--- config.mk ---
export PLATFORM = sky130hd
export DESIGN_NAME = npu_out_quant
export DESIGN_NICKNAME = d
export VERILOG_FILES = /design/src/rtl/npu_out_quant.sv
export SDC_FILE = /design/constraint.sdc
export NUM_CORES = 1
export LEC_CHECK = 0
export ABC_AREA = 1
export CAP_MARGIN = 40
export CORE_MARGIN = 4
export CORE_UTILIZATION = 45
export DETAILED_ROUTE_END_ITERATION = 12
export REMOVE_ABC_BUFFERS = 1
export SLEW_MARGIN = 20
export SYNTH_ARGS = -nofsm -noshare
export SYNTH_HDL_FRONTEND = slang
export SYNTH_SLANG_ARGS = --single-unit
--- constraint.sdc ---
create_clock -name wb_clk_i -period 4.81 [get_ports wb_clk_i]
set_clock_uncertainty 0.15 [all_clocks]
set_input_delay 1.2025 -clock wb_clk_i [delete_from_list [all_inputs] [get_ports wb_clk_i]]
set_output_delay 1.2025 -clock wb_clk_i [all_outputs]
set_load 0.01 [all_outputs]
--- src/rtl/npu_out_quant.sv ---
// Output stage of the 3x3 systolic NPU: removes column skew, requantizes each
// column to int8 and buffers packed 24-bit words in a first-word-fall-through FIFO.
module npu_out_quant #(
    parameter int DEPTH = 8,
    parameter int LW    = $clog2(DEPTH) + 1
) (
    input  logic          wb_clk_i,
    input  logic          wb_rst_i,
    input  logic [2:0]    in_valid,
    input  logic [15:0]   in_col0,
    input  logic [15:0]   in_col1,
    input  logic [15:0]   in_col2,
    input  logic [3:0]    cfg_shift,
    input  logic          cfg_relu,
    input  logic          clr,
    input  logic          rd_en,
    output logic [23:0]   rd_data,
    output logic          empty,
    output logic          full,
    output logic [LW-1:0] level,
    output logic          ovf,
    output logic          align_err
);
    localparam int PW = $clog2(DEPTH);

    // Handshake: a word is pushed on any edge where q_valid_q is high and a slot
    // is free (or being freed by a same-edge pop); a pop happens on any edge where
    // rd_en is high and the FIFO is non-empty. There is no backpressure upstream.

    logic [15:0]   c0_d1_q, c0_d2_q, c1_d1_q;
    logic          v0_d1_q, v0_d2_q, v1_d1_q;
    logic [23:0]   q_word_q, q_word_d;
    logic          q_valid_q;
    logic [PW-1:0] wr_ptr_q, wr_ptr_d, rd_ptr_q, rd_ptr_d;
    logic [LW-1:0] level_q, level_d;
    logic          empty_q, empty_d, full_q, full_d;
    logic          ovf_q, ovf_d, aerr_q, aerr_d;
    logic [23:0]   mem [DEPTH];

    logic flush, aligned_any, aligned_valid, pop, push_ok;

    // Floor shift, optional ReLU, then saturate to the int8 range.
    function automatic logic [7:0] quant(input logic [15:0] col,
                                         input logic [3:0]  sh,
                                         input logic        relu);
        logic signed [15:0] x;
        logic [7:0]         r;
        x = $signed(col) >>> sh;
        if (relu && (x < 16'sd0)) begin
            x = 16'sd0;
        end
        if (x > 16'sd127) begin
            r = 8'h7F;
        end else if (x < -16'sd128) begin
            r = 8'h80;
        end else begin
            r = x[7:0];
        end
        return r;
    endfunction

    assign flush = wb_rst_i | clr;

    always_comb begin
        aligned_any   = v0_d2_q | v1_d1_q | in_valid[2];
        aligned_valid = v0_d2_q & v1_d1_q & in_valid[2];
        q_word_d      = q_word_q;
        if (aligned_valid) begin
            q_word_d = {quant(in_col2, cfg_shift, cfg_relu),
                        quant(c1_d1_q, cfg_shift, cfg_relu),
                        quant(c0_d2_q, cfg_shift, cfg_relu)};
        end

        pop      = rd_en & ~empty_q;
        // A pop in the same edge frees the slot the push needs.
        push_ok  = q_valid_q & (~full_q | pop);
        wr_ptr_d = wr_ptr_q + PW'(push_ok);
        rd_ptr_d = rd_ptr_q + PW'(pop);
        level_d  = level_q + LW'(push_ok) - LW'(pop);
        empty_d  = (level_d == '0);
        full_d   = (level_d == LW'(DEPTH));
        ovf_d    = ovf_q | (q_valid_q & full_q & ~pop);
        aerr_d   = aerr_q | (aligned_any & ~aligned_valid);
    end

    always_ff @(posedge wb_clk_i) begin
        if (flush) begin
            c0_d1_q   <= '0;
            c0_d2_q   <= '0;
            c1_d1_q   <= '0;
            v0_d1_q   <= 1'b0;
            v0_d2_q   <= 1'b0;
            v1_d1_q   <= 1'b0;
            q_word_q  <= '0;
            q_valid_q <= 1'b0;
            wr_ptr_q  <= '0;
            rd_ptr_q  <= '0;
            level_q   <= '0;
            empty_q   <= 1'b1;
            full_q    <= 1'b0;
            ovf_q     <= 1'b0;
            aerr_q    <= 1'b0;
        end else begin
            c0_d1_q   <= in_col0;
            c0_d2_q   <= c0_d1_q;
            c1_d1_q   <= in_col1;
            v0_d1_q   <= in_valid[0];
            v0_d2_q   <= v0_d1_q;
            v1_d1_q   <= in_valid[1];
            q_word_q  <= q_word_d;
            q_valid_q <= aligned_valid;
            wr_ptr_q  <= wr_ptr_d;
            rd_ptr_q  <= rd_ptr_d;
            level_q   <= level_d;
            empty_q   <= empty_d;
            full_q    <= full_d;
            ovf_q     <= ovf_d;
            aerr_q    <= aerr_d;
        end
    end

    // Storage needs no reset: rd_data is gated to zero whenever the FIFO is empty.
    always_ff @(posedge wb_clk_i) begin
        if (!flush && push_ok) begin
            mem[wr_ptr_q] <= q_word_q;
        end
    end

    assign rd_data   = empty_q ? 24'h0 : mem[rd_ptr_q];
    assign empty     = empty_q;
    assign full      = full_q;
    assign level     = level_q;
    assign ovf       = ovf_q;
    assign align_err = aerr_q;

endmodule

## After elaboration in Yosys (flattened, before gate mapping)

Memory sizes are Yosys's and may differ from the RTL's. A register that Yosys moved wholly into a read port is not among the register bits.
Index checks and enable logic that the tools add are counted.

| cells by class | value |
|---|---|
| $lt $le $gt $ge | 9 |
| multiplexer cells | 16 |
| $add $sub $neg | 4 |
| equal/unequal tests | 1 |
| bitwise logic cells | 17 |
| shift operators | 3 |
| reduce and logical (&&, ||, !) cells | 6 |

Operators with widths:

| operator | number |
|---|---|
| two-way mux 16 bit | 6 |
| greater-than comparator 16 x 8 -> 1 bit, second input constant | 3 |
| < comparator 16 x 1 -> 1 bit, second input constant | 3 |
| < comparator 16 x 8 -> 1 bit, second input constant | 3 |
| two-way mux 8 bit | 6 |
| >>> shifter 16 x 4 -> 16 bit | 3 |
| two-way mux 24 bit | 1 |
| AND 1 bit | 7 |
| adder 3 x 1 -> 3 bit | 2 |
| OR 1 bit | 6 |
| adder 4 x 1 -> 4 bit | 1 |
| equality test 4 bit, second input constant | 1 |
| logical AND 1 bit | 4 |
| zero test 4 bit | 1 |
| inverter 1 bit | 4 |
| subtractor 4 x 1 -> 4 bit | 1 |
| two-way mux 3 bit | 1 |
| two-way mux 1 bit | 2 |
| zero test 1 bit | 1 |

| storage, ports and cells | value |
|---|---|
| logic and storage cells | 72 |
| memories | 1 |
| flip-flop bits (word level) | 90 |
| RAM bits | 192 |
| input port bits | 60 |
| output and inout bits | 32 |

Memories:

| name | words | bits a word | read ports | clocked after Yosys merged registers in | wr ports | RTL line | RTL |
|---|---|---|---|---|---|---|---|
| mem | 8 | 24 | 1 | 1 | 1 | 38 | `logic [23:0] mem [DEPTH];` |

## Logic depth before layout (Yosys ltp)

| logic depth | value |
|---|---|
| depth after elaboration | 8 |
| gate-level depth with buffers | 16 |
| mapped depth without buffers | 15 |

## Worst setup path after synthesis

OpenSTA, ideal clock, no wires.

| path | value |
|---|---|
| kind | input to register |
| start | in rd_en |
| end | mem mem[0][0], enable pin |
| cell stages on the path | 8 |
| library setup time | 0.405 ns |
| data required time | 4.255 ns |
| path buffers | 0 |
| arrival | 2.843 ns |
| setup slack | 1.412 ns |
| cell sequence | inv_1 > o21ai_0 > inv_1 > nor2_1 > inv_1 > nor2_1 > nand2_1 > nor2_1 |

| between the ends | value |
|---|---|
| longest elaborated chain between the ends | 6 |

Ends and longest elaborated chain:

| element | RTL line | RTL |
|---|---|---|
| start: declaration | 16 | `input logic rd_en,` |
| AND 1 bit | 74 | `pop = rd_en & ~empty_q;` |
| OR 1 bit | 76 | `push_ok = q_valid_q & (~full_q \| pop);` |
| AND 1 bit | 76 |  |
| logical AND 1 bit | 124 | `if (!flush && push_ok) begin` |
| two-way mux 1 bit | 124 |  |
| two-way mux 1 bit (implied by the code) | 125 | `mem[wr_ptr_q] <= q_word_q;` |
| end: declaration | 38 |  |

No other way between the ends.

==> impl_metrics.ini <==
[run_status]
outcome = finished, final reports clean

[synthesis]
ys_warn_count = 0
synthesis.instances = 1390
yosys.area.top_type = edfxtp_1
synth_enable_flop_cells = 192
avgSynthCellArea_um2 = 9.026
synth.area.top_cells = edfxtp_1 (46%), dfxtp_1 (14%), nand2_1 (7.7%)
portion_of_the_post_synthesis_area_used_by_sequential_elements_pct = 60.32
synthArstFlopShare_pct = 0
post_synth_instance_area_um2 = 12550
synth_flop_cell = edfxtp_1
flops_latches_synth = 282
synthDistinctLibCells = 30
post-synth-top-area-fraction_pct = 45.96

[placement]
place.port_buffers = 91
detailedPlacementHpwl_mm = 17.71
routabilityCongestion = 0.8716

[setup_path]
cp_cell_sequence = buf_4 -> o21ai_0 -> o22ai_1 -> o21ai_0 -> a31oi_1 -> clkdlybuf4s50_1
required_arrival_time_at_the_worst_endpoint_ps = 3460
critPathArrivalTime_ps = 2690
critPathMostFrequentCell = o21ai_0
critical_path.n_buffers_inverters = 2
critPathTopFamily = buffers and inverters
timing.reg2reg.worst_path_depth = 12
worst-path-max-fanout = 47
setup.worst_path.start_class = flip-flop
crit-reg2reg-capture = empty
max_stage_delay_ps = 580
critical_path.reg2reg.startpoint = empty
timing.critical_path.to_type = primary output
worst_reg2reg_setup_slack_ps = 2380
cpMaxStageDelayCell = clkdlybuf4s50_1
worst-setup-path-type = flip-flop to primary output

[sta]
finalHoldViolCount = 0
worstMarginPinSlew_ps = 822.7
max_clk_rate_mhz = 247.2
grt_setup_unrepaired = no
slew_headroom_pct = 45.09
holdWs_ps = 256.2
slew_violations = 0
report.final.setup_viol = 0
min_period_ps = 4046
period_share_pct = 84.12

[power]
share_clk_of_total_power_pct = 41.4
power.static_leakage_nw = 5.891
power.switching_fraction_pct = 22.50
internal-power_w = 0.004047
pwr_density_cell_nw_per_um2 = 352.4
power.sequential.fraction_pct = 49.7
worst_ir_drop_vdd_v = 0.0002556
comb_power_share_pct = 9.0
p_sw_w = 0.001175

[cts]
postCtsSetupRepairBufs = 0
cts_hold_buf = 0
cts_tree = done
htree_levels = 1
cts_made_buffers = 29
clock_insertion_delay_worst_skew_ps = 530
cts-root-to-sink-buffers = 3
post_cts_resized = 0
cts_root_buf = clkbuf_16
count_of_clock_tree_sinks = 282
clkTransAtPathRegs_ps = 60

[die]
core_area_um2 = 27180
floorplan.rows = 60
floorplan.initialDensity_pct = 46.16
io_pins = 92
fp.dieArea_um2 = 30610
fp.dieH_um = 175.0
die_width_um = 175.0

[worst_hold_path]
min_path_type = flip-flop to flip-flop
worstHoldStart = c0_d1_q[11]
min_path_cells = 2
worstHoldEndpoint = c0_d2_q[11]

[final_layout]
antennaDiodeCount = 0
syn2layout_area_growth_pct = 18.10
utilization_pct = 54.52
final_layout_size_suffix_gt1_share_pct = 7.008
num-nets-final = 1531
leading_cell_types_in_the_layout_fill_and_taps_excluded = nand2_1 (257), nor2_1 (242), edfxtp_1 (192)
most_common_cell_after_layout_fill_and_taps_aside = nand2_1

[drt]
drtPass1Iterations = 5
vias_per_cell = 5.078
wl_per_cell_um = 15.08
drt.antenna.violating_nets = 0
num_vias = 9424
remaining_drc_errors = 0
route.final.wire_length_mm = 27.98
drt_first_iter_violations = 711

[global_route]
grt_start_max_net_pins = 67
grt_pass1_wl_mm = 45.53
grt_antenna_before_repair = 0
grt_pass1_vias = 8777
globalRouteOverflowTotal = 0
grt_usage_pct = 18.07

[job]
cap_viol_max_count = 0
==> tightest hold or removal path: stages (launching register included) <==
cell	delay (ps)
dfxtp_1	290
inv_1	40
nor2_1	30
==> state kept, by name, summed over array words and instances, names as in the netlist <==
signal	flops
empty	1
c0_d2_q	16
align_err	1
q_valid_q	1
wr_ptr_q	3
v1_d1_q	1
mem	192
c0_d1_q	16
rd_ptr_q	3
v0_d2_q	1
ovf	1
level	4
v0_d1_q	1
q_word_q	24
c1_d1_q	16
full	1
==> how the worst max path moves through the flow <==
stage | from | endpoint | slack (ps) | cells past startpoint
3_5_place_dp | rd_en | empty | 1050 | 14
2_1_floorplan | rd_ptr_q[0] | rd_data[0] | -410 | 5
5_1_grt | rd_ptr_q[0] | rd_data[9] | 580 | 6
4_1_cts | rd_ptr_q[0] | rd_data[9] | 720 | 6
3_3_place_gp | cfg_shift[3] | q_word_q[19] | 1070 | 11
6_report | rd_ptr_q[0] | rd_data[9] | 760 | 6
==> area by class of cell <==
class	count	area, um^2
Fill cell	2497	12360
Multi-Input combinational cell	930	4288
Timing Repair Buffer	125	1201
Tap cell	372	465.4
Clock buffer	40	843.3
Sequential cell	282	7569
Clock inverter	13	97.59
Inverter	94	352.8
==> power by group through the flow <==
| stage | Combinational, W | Clock [W] | Sequential [W] |
|---|---|---|---|
| after floorplan | 0.000276 | 0 | 0.00265 |
| after global placement | 0.000467 | 0 | 0.00265 |
| after detailed placement | 0.000470 | 0 | 0.00265 |
| after CTS | 0.000472 | 0.00220 | 0.00259 |
| after global routing | 0.000540 | 0.00232 | 0.00259 |
| final | 0.000469 | 0.00216 | 0.00259 |
==> synthesized netlist by cell type (all sizes together) (2+ instances only) <==
cell type / n
o211ai: 5
mux2i: 3
a211oi: 2
buf: 30
o22ai: 24
clkbuf: 54
o21ai: 182
edfxtp: 192
ha: 8
xor2: 3
inv: 94
a31oi: 40
nand3: 107
dfxtp: 90
a21oi: 36
or2: 3
nor2: 251
nand2: 260
xnor2: 2
==> per-stage QoR <==
stage	total power, W	cell area, um^2	setup WS, ps	TNS [ps]	cells
after global placement	0.003112	13850	1065	0	1801
final	0.005221	14820	763.9	0	1856
after detailed placement	0.003115	13850	1053	0	1801
after floorplan	0.002929	12190	-410.3	-9846	1306
after CTS	0.005269	14790	715.8	0	1854
after global routing	0.005457	14820	584.0	0	1856
==> kinds of logic (layout without fill, tap and decap cells) <==
logic type	Yosys count	count (layout)	share of synthesized area [%]
AND/OR/NAND/NOR	623	623	19.93
AO/OA/AOI/OAI	290	290	12.55
multiplexers	3	3	0.2394
adder cells (fa/ha/maj)	9	9	0.9575
XOR/XNOR	5	5	0.3491
flip-flops	282	282	60.32
buffers and inverters	178	272	5.665
==> layer usage <==
| metal | share of wire, % | vias up | GRT usage (%) |
|---|---|---|---|
| met5 | 0 | - | 0 |
| met4 | 1.7 | 0 | 4.255 |
| met3 | 3.9 | 35 | 2.596 |
| met2 | 47 | 169 | 30.27 |
| met1 | 48 | 4352 | 25.08 |
| li1 | - | 4868 | - |
No activity file was read; power rests on OpenSTA's default activity.
